`config.mk`:
```
export PLATFORM = sky130hd
export DESIGN_NAME = cfb_dec
export DESIGN_NICKNAME = d
export VERILOG_FILES = /design/src/rtl/des_pkg.sv /design/src/rtl/des_round.sv /design/src/rtl/cfb_dec.sv
export SDC_FILE = /design/constraint.sdc
export NUM_CORES = 1
export LEC_CHECK = 0
export BUFFER_PORTS_ARGS = -buffer_cell sky130_fd_sc_hd__buf_2
export CORE_MARGIN = 8
export CORE_UTILIZATION = 42
export CTS_CLUSTER_SIZE = 24
export DETAILED_ROUTE_END_ITERATION = 7
export GPL_ROUTABILITY_DRIVEN = 0
export GPL_TIMING_DRIVEN = 0
export SYNTH_ARGS = -nofsm -noshare
export SYNTH_HDL_FRONTEND = slang
export SYNTH_HIERARCHICAL = 1
export SYNTH_SLANG_ARGS = --single-unit
```
`constraint.sdc`:
```
create_clock -name clk -period 5.47 [get_ports clk]
set_input_delay 0.2735 -clock clk [delete_from_list [all_inputs] [get_ports clk]]
set_output_delay 0.2735 -clock clk [all_outputs]
set_load 0.02 [all_outputs]
```
`src/rtl/des_pkg.sv`:
```
// DES constants and bit-exact permutation / S-box helpers shared by the CFB decryptor.
// DES bit n (1 = MSB) of a W-bit vector sits at index W-n.
package des_pkg;

  typedef enum logic {ST_IDLE = 1'b0, ST_ROUND = 1'b1} state_t;

  localparam logic [4:0] FIN_RND = 5'd17;

  localparam int IP_T [64] = '{58, 50, 42, 34, 26, 18, 10, 2, 60, 52, 44, 36, 28, 20, 12, 4,
                               62, 54, 46, 38, 30, 22, 14, 6, 64, 56, 48, 40, 32, 24, 16, 8,
                               57, 49, 41, 33, 25, 17, 9, 1, 59, 51, 43, 35, 27, 19, 11, 3,
                               61, 53, 45, 37, 29, 21, 13, 5, 63, 55, 47, 39, 31, 23, 15, 7};
  localparam int FP_T [64] = '{40, 8, 48, 16, 56, 24, 64, 32, 39, 7, 47, 15, 55, 23, 63, 31,
                               38, 6, 46, 14, 54, 22, 62, 30, 37, 5, 45, 13, 53, 21, 61, 29,
                               36, 4, 44, 12, 52, 20, 60, 28, 35, 3, 43, 11, 51, 19, 59, 27,
                               34, 2, 42, 10, 50, 18, 58, 26, 33, 1, 41, 9, 49, 17, 57, 25};
  localparam int E_T [48] = '{32, 1, 2, 3, 4, 5, 4, 5, 6, 7, 8, 9, 8, 9, 10, 11, 12, 13,
                              12, 13, 14, 15, 16, 17, 16, 17, 18, 19, 20, 21, 20, 21, 22, 23,
                              24, 25, 24, 25, 26, 27, 28, 29, 28, 29, 30, 31, 32, 1};
  localparam int P_T [32] = '{16, 7, 20, 21, 29, 12, 28, 17, 1, 15, 23, 26, 5, 18, 31, 10,
                              2, 8, 24, 14, 32, 27, 3, 9, 19, 13, 30, 6, 22, 11, 4, 25};
  localparam int PC1_T [56] = '{57, 49, 41, 33, 25, 17, 9, 1, 58, 50, 42, 34, 26, 18,
                                10, 2, 59, 51, 43, 35, 27, 19, 11, 3, 60, 52, 44, 36,
                                63, 55, 47, 39, 31, 23, 15, 7, 62, 54, 46, 38, 30, 22,
                                14, 6, 61, 53, 45, 37, 29, 21, 13, 5, 28, 20, 12, 4};
  localparam int PC2_T [48] = '{14, 17, 11, 24, 1, 5, 3, 28, 15, 6, 21, 10,
                                23, 19, 12, 4, 26, 8, 16, 7, 27, 20, 13, 2,
                                41, 52, 31, 37, 47, 55, 30, 40, 51, 45, 33, 48,
                                44, 49, 39, 56, 34, 53, 46, 42, 50, 36, 29, 32};
  localparam int SHIFT_T [16] = '{1, 1, 2, 2, 2, 2, 2, 2, 1, 2, 2, 2, 2, 2, 2, 1};

  // Entry (row*16 + col) occupies nibble [255-4*idx -: 4].
  localparam logic [255:0] SBOX_T [8] = '{
    256'hE4D12FB83A6C5907_0F74E2D1A6CB9538_41E8D62BFC973A50_FC8249175B3EA06D,
    256'hF18E6B34972DC05A_3D47F28EC01A69B5_0E7BA4D158C6932F_D8A13F42B67C05E9,
    256'hA09E63F51DC7B428_D709346A285ECBF1_D6498F30B12C5AE7_1AD069874FE3B52C,
    256'h7DE3069A1285BC4F_D8B56F03472C1AE9_A690CB7DF13E5284_3F06A1D8945BC72E,
    256'h2C417AB6853FD0E9_EB2C47D150FA3986_421BAD78F9C5630E_B8C71E2D6F09A453,
    256'hC1AF92680D34E75B_AF427C9561DE0B38_9EF528C3704A1DB6_432C95FABE17608D,
    256'h4B2EF08D3C975A61_D0B7491AE35C2F86_14BDC37EAF680592_6BD814A7950FE23C,
    256'hD2846FB1A93E50C7_1FD8A374C56B0E92_7B419CE206ADF358_21E74A8DFC90356B};

  function automatic logic [63:0] perm_ip(input logic [63:0] x);
    logic [63:0] y;
    for (int i = 0; i < 64; i++) y[63-i] = x[64-IP_T[i]];
    return y;
  endfunction

  function automatic logic [63:0] perm_fp(input logic [63:0] x);
    logic [63:0] y;
    for (int i = 0; i < 64; i++) y[63-i] = x[64-FP_T[i]];
    return y;
  endfunction

  function automatic logic [47:0] perm_e(input logic [31:0] x);
    logic [47:0] y;
    for (int i = 0; i < 48; i++) y[47-i] = x[32-E_T[i]];
    return y;
  endfunction

  function automatic logic [31:0] perm_p(input logic [31:0] x);
    logic [31:0] y;
    for (int i = 0; i < 32; i++) y[31-i] = x[32-P_T[i]];
    return y;
  endfunction

  function automatic logic [55:0] perm_pc1(input logic [63:0] x);
    logic [55:0] y;
    for (int i = 0; i < 56; i++) y[55-i] = x[64-PC1_T[i]];
    return y;
  endfunction

  function automatic logic [47:0] perm_pc2(input logic [55:0] x);
    logic [47:0] y;
    for (int i = 0; i < 48; i++) y[47-i] = x[56-PC2_T[i]];
    return y;
  endfunction

  // Outer bits b1,b6 pick the row, inner bits b2..b5 the column.
  function automatic logic [3:0] sbox_lu(input int n, input logic [5:0] b);
    int idx;
    idx = int'({b[5], b[0], b[4:1]});
    return SBOX_T[n][255-4*idx -: 4];
  endfunction

endpackage

```
`src/rtl/des_round.sv`:
```
// One DES Feistel round: f-function on R with the round subkey, then L/R swap.
module des_round
  import des_pkg::*;
(
  input  logic [31:0] i_l,
  input  logic [31:0] i_r,
  input  logic [47:0] i_k,
  output logic [31:0] o_l,
  output logic [31:0] o_r
);

  logic [47:0] w_x;
  logic [31:0] w_s;

  always_comb begin
    w_x = perm_e(i_r) ^ i_k;
    w_s = '0;
    for (int s = 0; s < 8; s++) w_s[31-4*s -: 4] = sbox_lu(s, w_x[47-6*s -: 6]);
  end

  assign o_l = i_r;
  assign o_r = i_l ^ perm_p(w_s);

endmodule

```
`src/rtl/cfb_dec.sv`:
```
// CFB-64 DES block decryptor: plain = cipher XOR DES_enc(key, iv), one round per clock.
// Start at edge 0, rounds on edges 1..16, result and valid pulse at edge 17.
module cfb_dec
  import des_pkg::*;
(
  input  logic        clk,
  input  logic        rst,
  input  logic        start,
  input  logic [64:1] cipher_in,
  input  logic [64:1] key,
  input  logic [64:1] iv,
  output logic [64:1] plain_out,
  output logic        valid_out,
  output logic        busy
);

  state_t      r_state;
  logic [4:0]  r_round;
  logic [27:0] r_c, r_d;
  logic [31:0] r_l, r_r;
  logic [63:0] r_cipher;

  logic [3:0]  w_sidx;
  logic [27:0] w_c, w_d;
  logic [47:0] w_k;
  logic [31:0] w_l_nx, w_r_nx;
  logic [55:0] w_cd0;
  logic [63:0] w_lr0;

  // Round 16 has r_round=16, whose low nibble wraps to schedule index 15.
  assign w_sidx = r_round[3:0] - 4'd1;

  always_comb begin
    if (SHIFT_T[w_sidx] == 1) begin
      w_c = {r_c[26:0], r_c[27]};
      w_d = {r_d[26:0], r_d[27]};
    end else begin
      w_c = {r_c[25:0], r_c[27:26]};
      w_d = {r_d[25:0], r_d[27:26]};
    end
  end

  assign w_k   = perm_pc2({w_c, w_d});
  assign w_cd0 = perm_pc1(key);
  assign w_lr0 = perm_ip(iv);

  des_round u_round (
    .i_l (r_l),
    .i_r (r_r),
    .i_k (w_k),
    .o_l (w_l_nx),
    .o_r (w_r_nx)
  );

  always_ff @(posedge clk) begin
    if (rst) begin
      r_state   <= ST_IDLE;
      r_round   <= '0;
      r_c       <= '0;
      r_d       <= '0;
      r_l       <= '0;
      r_r       <= '0;
      r_cipher  <= '0;
      plain_out <= '0;
      valid_out <= 1'b0;
      busy      <= 1'b0;
    end else begin
      valid_out <= 1'b0;
      case (r_state)
        ST_IDLE: begin
          if (start) begin
            r_cipher <= cipher_in;
            r_c      <= w_cd0[55:28];
            r_d      <= w_cd0[27:0];
            r_l      <= w_lr0[63:32];
            r_r      <= w_lr0[31:0];
            r_round  <= 5'd1;
            busy     <= 1'b1;
            r_state  <= ST_ROUND;
          end
        end
        ST_ROUND: begin
          if (r_round == FIN_RND) begin
            plain_out <= r_cipher ^ perm_fp({r_r, r_l});
            valid_out <= 1'b1;
            busy      <= 1'b0;
            r_round   <= '0;
            r_state   <= ST_IDLE;
          end else begin
            r_c     <= w_c;
            r_d     <= w_d;
            r_l     <= w_l_nx;
            r_r     <= w_r_nx;
            r_round <= r_round + 5'd1;
          end
        end
      endcase
    end
  end

endmodule

```
**Word level (Yosys, flattened, before mapping)**

Memory sizes are Yosys's and may differ from the RTL's.
Cells that the tools add are included.

- Add/subtract/negate cells: 10
- Magnitude comparators: 1
- Equal/unequal tests: 5
- Shift operators: 8
- Multiplexer cells: 26
- Bitwise gates (word level): 5
- Reductions and logical operators: 5

Operators with widths:

| kind | number |
|---|---|
| 259-bit by 32-bit indexed part select with 4-bit output (first input constant) | 8 |
| 32-bit two-way mux | 6 |
| 28-bit two-way mux | 6 |
| 32-bit case mux with 2 select lines | 2 |
| 28-bit case mux with 2 select lines | 2 |
| 8-bit by 8-bit subtractor with 9-bit output (first input constant) | 8 |
| 64-bit bitwise XOR | 1 |
| 48-bit bitwise XOR | 1 |
| 32-bit by 2-bit equality test with 1-bit output (second input constant) | 1 |
| 32-bit bitwise XOR | 1 |
| 5-bit two-way mux | 2 |
| 5-bit case mux with 2 select lines | 1 |
| 2-bit AND reduction | 4 |
| 5-bit by 1-bit adder with 5-bit output (second input constant) | 1 |
| 5-bit equality test (second input constant) | 1 |
| 5-bit greater-or-equal comparator (second input constant) | 1 |
| 1-bit two-way mux | 5 |
| 4-bit NOT with 5-bit output | 1 |
| 2-bit != test (second input constant) | 2 |
| 1-bit case mux with 2 select lines | 2 |
| 4-bit by 1-bit subtractor with 4-bit output (second input constant) | 1 |
| 2-bit by 1-bit != test with 1-bit output (second input constant) | 1 |
| 2-bit OR reduction | 1 |
| 1-bit NOT | 1 |

- Register bits after elaboration: 256
- Bits in read-only memories: 512
- Input bits: 195
- Logic and storage cells: 71
- Memories kept: 1

Memory list:

| memory | words | bits a word | rd ports | clocked after memory_dff | write ports | line | text |
|---|---|---|---|---|---|---|---|
| (no name shown) | 16 | 32 | 1 | 0 | 0 | cfb_dec.sv:34 | `if (SHIFT_T[w_sidx] == 1) begin` |

**Logic depth before layout (Yosys ltp)**

- Depth in word-level cells: 13
- Depth in mapped cells: 21

**Cells and area by module**

Netlist, hierarchy kept.

Modules (own cells, without submodules):

| module | times used | cells each | area each (um^2) | seq. area each (um^2) |
|---|---|---|---|---|
| cfb_dec | 1 | 1247 | 11449.7 | 5124.9 |
| des_round | 1 | 774 | 5655.4 | 0.0 |

**Worst setup path after synthesis**

OpenSTA, ideal clock, no wires.

- Path type: register to register
- Start point: register r_round[0]
- End point: register r_r[12]
- Arrival time: 4483 ps
- Required time: 5384 ps
- Path slack: 902 ps
- Cell stages (with the launch flop): 21
- Path buffers: 3
- Period minus slack after synthesis: 4568 ps
- Path through: dfxtp_1 > inv_1 > ha_1 > o21ai_0 > a31o_1 > buf_6 > buf_6 > buf_4 > mux2i_1 > inv_1 > xor2_1 > inv_1 > ha_1 > inv_1 > mux4_1 > and2_1 > a31o_2 > mux2i_1 > xnor2_1 > mux2i_1 > a211oi_1

- Longest elaborated chain between the ends: 13
- Elaborated cells between the ends (all ways): 16

RTL lines:

| item | line | text |
|---|---|---|
| from (decl) | cfb_dec.sv:18 | `logic [4:0] r_round;` |
| from (signal assigned) | cfb_dec.sv:94 | `r_round <= r_round + 5'd1;` |
| 4-bit by 1-bit subtractor with 4-bit output | cfb_dec.sv:31 | `assign w_sidx = r_round[3:0] - 4'd1;` |
| 4-bit NOT with 5-bit output (not written as such) | cfb_dec.sv:34 |  |
| memory 16 x 32 bit | -- |  |
| 32-bit two-way mux (not written as such) (2 in series) | cfb_dec.sv:34 |  |
| 32-bit by 2-bit equality test with 1-bit output | cfb_dec.sv:34 |  |
| 28-bit two-way mux | cfb_dec.sv:34 |  |
| named net w_c[8] | cfb_dec.sv:24 | `logic [27:0] w_c, w_d;` |
| 48-bit bitwise XOR | des_round.sv:16 | `w_x = perm_e(i_r) ^ i_k;` |
| 8-bit by 8-bit subtractor with 9-bit output | des_pkg.sv:83 | `return SBOX_T[n][255-4*idx -: 4];` |
| 259-bit by 32-bit indexed part select with 4-bit output | des_pkg.sv:83 |  |
| 32-bit bitwise XOR | des_round.sv:22 | `assign o_r = i_l ^ perm_p(w_s);` |
| named net w_r_nx[12] | cfb_dec.sv:26 | `logic [31:0] w_l_nx, w_r_nx;` |
| 32-bit two-way mux | cfb_dec.sv:83 | `if (r_round == FIN_RND) begin` |
| 32-bit case mux with 2 select lines | cfb_dec.sv:69 | `case (r_state)` |
| to (signal assigned) | cfb_dec.sv:76 | `r_r <= w_lr0[31:0];` |
| to (signal assigned) | cfb_dec.sv:93 | `r_r <= w_r_nx;` |
| to (decl) | cfb_dec.sv:20 | `logic [31:0] r_l, r_r;` |

The timed path passes the listed nets, and every way through them passes these cells. The select of a mux whose other input is x is not followed.
A chain may end at the register's enable or synchronous reset.

**Worst setup path after layout**

- Start point: register r_round[1]
- End point: register r_r[9]

Same word-level chain as after synthesis.

==> reports/summary.txt <==
TIMING
---------------------------------------------------------------------------------
Actual transition at the worst max-transition pin                        1.423 ns
Setup-failing EPs final                                                         0
Final Max Tran Viols                                                            0
Final critical-path setup slack                                         0.2348 ns
Clk_skew                                                               0.02243 ns
Maximum frequency from static timing analysis                           191.0 MHz
Share of the cycle needed by the critical path after routing               0.9571
Post-layout min period                                                   5.235 ns
Number of hold-slack violations in the final timing report                      0
RSZ-0062 raised after global routing                                           no
Worst rel slew slack                                                      0.05135

ROUTING
---------------------------------------------------------------------------------
Routed length per placed instance                                        23.27 um
Number of iterations in the first detailed-routing pass                         8
Detailed-route via count                                                   17.34k
Detail Route Antenna Nets                                                       0
DRC errors left                                                                 0
Final Routed Wirelength                                                  68040 um
Violation count after the first detailed-route iteration                     1806
Via-per-instance ratio                                                      5.929

POWER AND IR DROP
---------------------------------------------------------------------------------
PwrDens                                                              395.5 nW/um^2
Share of total power in combinational logic                                 0.470
Sequential fraction of design power                                         0.274
Switch share                                                               0.4179
Static Leak                                                              8.532 nW
Sw power                                                                 3.431 mW
Worst voltage drop across the vdd grid                                  0.2388 mV
Internal power summed over all cells                                     4.779 mW
Power share of the clock group                                              0.256

FLOORPLANNING
---------------------------------------------------------------------------------
Die width                                                                217.8 um
Starting density of the core                                               0.4218
Row cnt                                                                        74
DIE HEIGHT                                                               217.8 um
Top Ports                                                                     261
Floorplan die area                                                     47440 um^2
Core Area                                                              40550 um^2

SYNTH
---------------------------------------------------------------------------------
Cell types with the largest area share after synthesis               sky130_fd_sc_hd__dfxtp_1 (30%), sky130_fd_sc_hd__a211oi_1 (7.2%), sky130_fd_sc_hd__xnor2_1 (6.5%)
Netlist cell types                                                             69
Average cell area after synthesis                                      8.464 um^2
Post-synth net total                                                         2283
Leading post-synthesis cells by instance count                       sky130_fd_sc_hd__dfxtp_1 (256), sky130_fd_sc_hd__nor2_1 (215), sky130_fd_sc_hd__nand2_1 (201)
Register area share after synthesis                                        0.2996
Share of flip-flops with an asynchronous set or reset                           0
Cell taking the most area after synthesis                            sky130_fd_sc_hd__dfxtp_1
Warnings, synthesis                                                             6
Fraction of post-synthesis cell area in the top cell type by area          0.2996
Instance count of the mapped netlist                                         2021
Most frequent cell after synthesis                                   sky130_fd_sc_hd__dfxtp_1
Number of flops mapped to enable cells by yosys                                 0
Area of the mapped netlist                                             17110 um^2
Register bit total from synthesis                                             256
Most used DFF post-synth                                             sky130_fd_sc_hd__dfxtp_1

CTS
---------------------------------------------------------------------------------
CTS buffer count                                                               29
TritonCTS clock tree                                                        built
Clock tree root driver cell                                          sky130_fd_sc_hd__clkbuf_16
Clk slew on worst S/H paths                                               0.07 ns
H-tree lvl count                                                                1
Clk sinks                                                                     256
Maximum number of buffers from clock root to sink                               3
Source-to-sink clock delay at the later pin of the worst-skew pair        0.59 ns
Post-CTS Setup Inserts                                                          0

PLACEMENT
---------------------------------------------------------------------------------
Port-buffer cells                                                             251
Number of placed instances with taps included                                2804
Setup slack at placement                                               -0.3105 ns
Post-detailed-placement cell area                                      19030 um^2
HPWL after detailed placement                                            51300 um

HOLD PATH
---------------------------------------------------------------------------------
Hold Path Stages                                                                3
Worst Hold Class                                                     primary input to flip-flop

LAYOUT
---------------------------------------------------------------------------------
Fraction of final layout cells with drive strength greater than 1          0.1798
Synth-to-Final Area Change                                                 21.37%
Final core utilization                                                     0.5119
Number of fill cells in the layout                                           3839
Non-filler instance count after layout                                       2924
Antenna diode count                                                             0
Number of nets in the layout                                                 2631
Final standard cell area without fillers                               20760 um^2

JOB
---------------------------------------------------------------------------------
Max-cap violations                                                              0

SETUP PATH
---------------------------------------------------------------------------------
Maximum fanout encountered on the critical timing path                         13
Data arrival, critical path                                               5.74 ns
Length in cells of the worst reg-to-reg path                                   17
Kind of critical path                                                flip-flop to flip-flop
Worst Setup End Kind                                                    flip-flop
Critical Path RT                                                          5.97 ns
Worst Setup Start Kind                                                  flip-flop

GLOBAL ROUTING
---------------------------------------------------------------------------------
Initial antenna violation count                                                 2
First-pass GRT wire length                                              101300 um
Largest net degree at the start of global routing                              16
Total GRT Usage                                                            0.2728
Vias in the first global route                                             16.66k
Grt ovf                                                                         0

OUTCOME
---------------------------------------------------------------------------------
Run status                                                           finished, final reports clean

[metal layers]
metal,wire [um],GRT usage
met5,23,0
met4,2660,0.09606
met3,6327,0.06075
met2,30700,0.4427
met1,28330,0.3532
[logic make-up after synthesis]
group | count (synthesis) | share of synthesized area
xor+xnor | 193 | 0.1019
fa+ha+maj | 67 | 0.04901
simple gates | 546 | 0.1363
flops | 256 | 0.2996
mux | 163 | 0.1181
buf+inv | 235 | 0.06166
compound gates | 561 | 0.2334
[metrics by stage]
step                TNS (ns)  hold WS, ns  total power [mW]
CTS                        0     0.004345             8.094
finish                     0      0.02201             8.211
global placement     -0.2468       0.4544             5.886
detailed placement   -0.3105       0.4589             5.954
global route               0      0.03131             8.588
floorplan                  0       0.4095             4.926
[sequential cells by signal, indices dropped and copies added, names as in the netlist]
| name | cells |
|---|---|
| plain_out | 64 |
| r_r | 32 |
| r_cipher | 64 |
| busy | 1 |
| valid_out | 1 |
| r_l | 32 |
| r_d | 28 |
| r_state | 1 |
| r_c | 28 |
| r_round | 5 |
[cells in the final DEF, fill, tap and decap left out, drive strengths merged, types with 8 or more instances in the layout]
cell type / synthesis / layout
o211ai: 24 / 24
nand2: 201 / 201
dlygate4sd3: 0 / 66
inv: 49 / 51
xor2: 64 / 64
a221oi: 9 / 9
clkbuf: 127 / 166
nor3: 32 / 32
o311ai: 11 / 11
a311oi: 12 / 12
a211oi: 165 / 165
o21ai: 58 / 58
a31oi: 20 / 20
mux2i: 102 / 102
a2111oi: 8 / 8
a21oi: 110 / 110
mux4: 17 / 17
nand3: 31 / 31
and3: 10 / 10
xnor2: 129 / 129
o2111ai: 10 / 10
o311a: 33 / 33
buf: 58 / 309
o21a: 11 / 11
o31ai: 9 / 9
ha: 67 / 67
a211o: 32 / 32
nor2: 215 / 215
dfxtp: 256 / 256
and2: 32 / 32
mux2: 44 / 44
[power groups by stage]
stage          combinational (mW)  clock [mW]  sequential [mW]
2_1_floorplan                2.76           0             2.16
3_3_place_gp                 3.61           0             2.27
3_5_place_dp                 3.67           0             2.28
4_1_cts                      3.73        2.12             2.24
5_1_grt                      4.14        2.19             2.26
6_report                     3.86        2.10             2.25
[critical path: stages (launching register included)]
cell	delay (ns)
sky130_fd_sc_hd__dfxtp_1	0.44
sky130_fd_sc_hd__inv_1	0.13
sky130_fd_sc_hd__ha_1	0.24
sky130_fd_sc_hd__xnor2_1	0.14
sky130_fd_sc_hd__and4_4	0.27
sky130_fd_sc_hd__a31o_1	0.12
sky130_fd_sc_hd__buf_6	0.14
sky130_fd_sc_hd__buf_6	0.20
sky130_fd_sc_hd__mux2_2	0.43
sky130_fd_sc_hd__xor2_1	0.20
sky130_fd_sc_hd__clkbuf_1	0.46
sky130_fd_sc_hd__ha_1	0.35
sky130_fd_sc_hd__clkbuf_1	0.26
sky130_fd_sc_hd__mux4_2	0.52
sky130_fd_sc_hd__a311oi_1	0.69
sky130_fd_sc_hd__xor2_1	0.20
sky130_fd_sc_hd__mux2i_1	0.10
sky130_fd_sc_hd__a211oi_1	0.25
[final cells by class]
| class | count | area [um^2] | area share |
|---|---|---|---|
| Timing Repair Buffer | 317 | 1917 | 0.09233 |
| Sequential cell | 256 | 5126 | 0.2469 |
| Multi-Input combinational cell | 1530 | 10970 | 0.5284 |
| Tap cell | 532 | 665.6 | 0.03206 |
| Clock buffer | 39 | 833.3 | 0.04014 |
| Buffer | 185 | 867.1 | 0.04176 |
| Inverter | 50 | 187.7 | 0.009040 |
| Clock inverter | 15 | 193.9 | 0.009341 |
[timing repair]
item,4_1_cts,5_1_grt
setup endpoints to repair,3,16
hold endpoints to repair,66,0
pin swaps,0,0
gates resized for setup,2,6
hold buffers,66,0
[path summary, 6_finish.rpt]
check | from | end | slack, ns
min | key[7] | r_c[19]$_SDFFE_PP0P_ | 0.02
max | r_round[1]$_SDFFE_PP0P_ | r_r[9]$_SDFFE_PP0P_ | 0.23
max reg2reg | r_round[1]$_SDFFE_PP0P_ | r_r[9]$_SDFFE_PP0P_ | 0.23
min reg2reg | r_cipher[2]$_SDFFE_PP0P_ | r_cipher[2]$_SDFFE_PP0P_ | 0.47
Note: power is estimated with default switching activity, not from simulation.
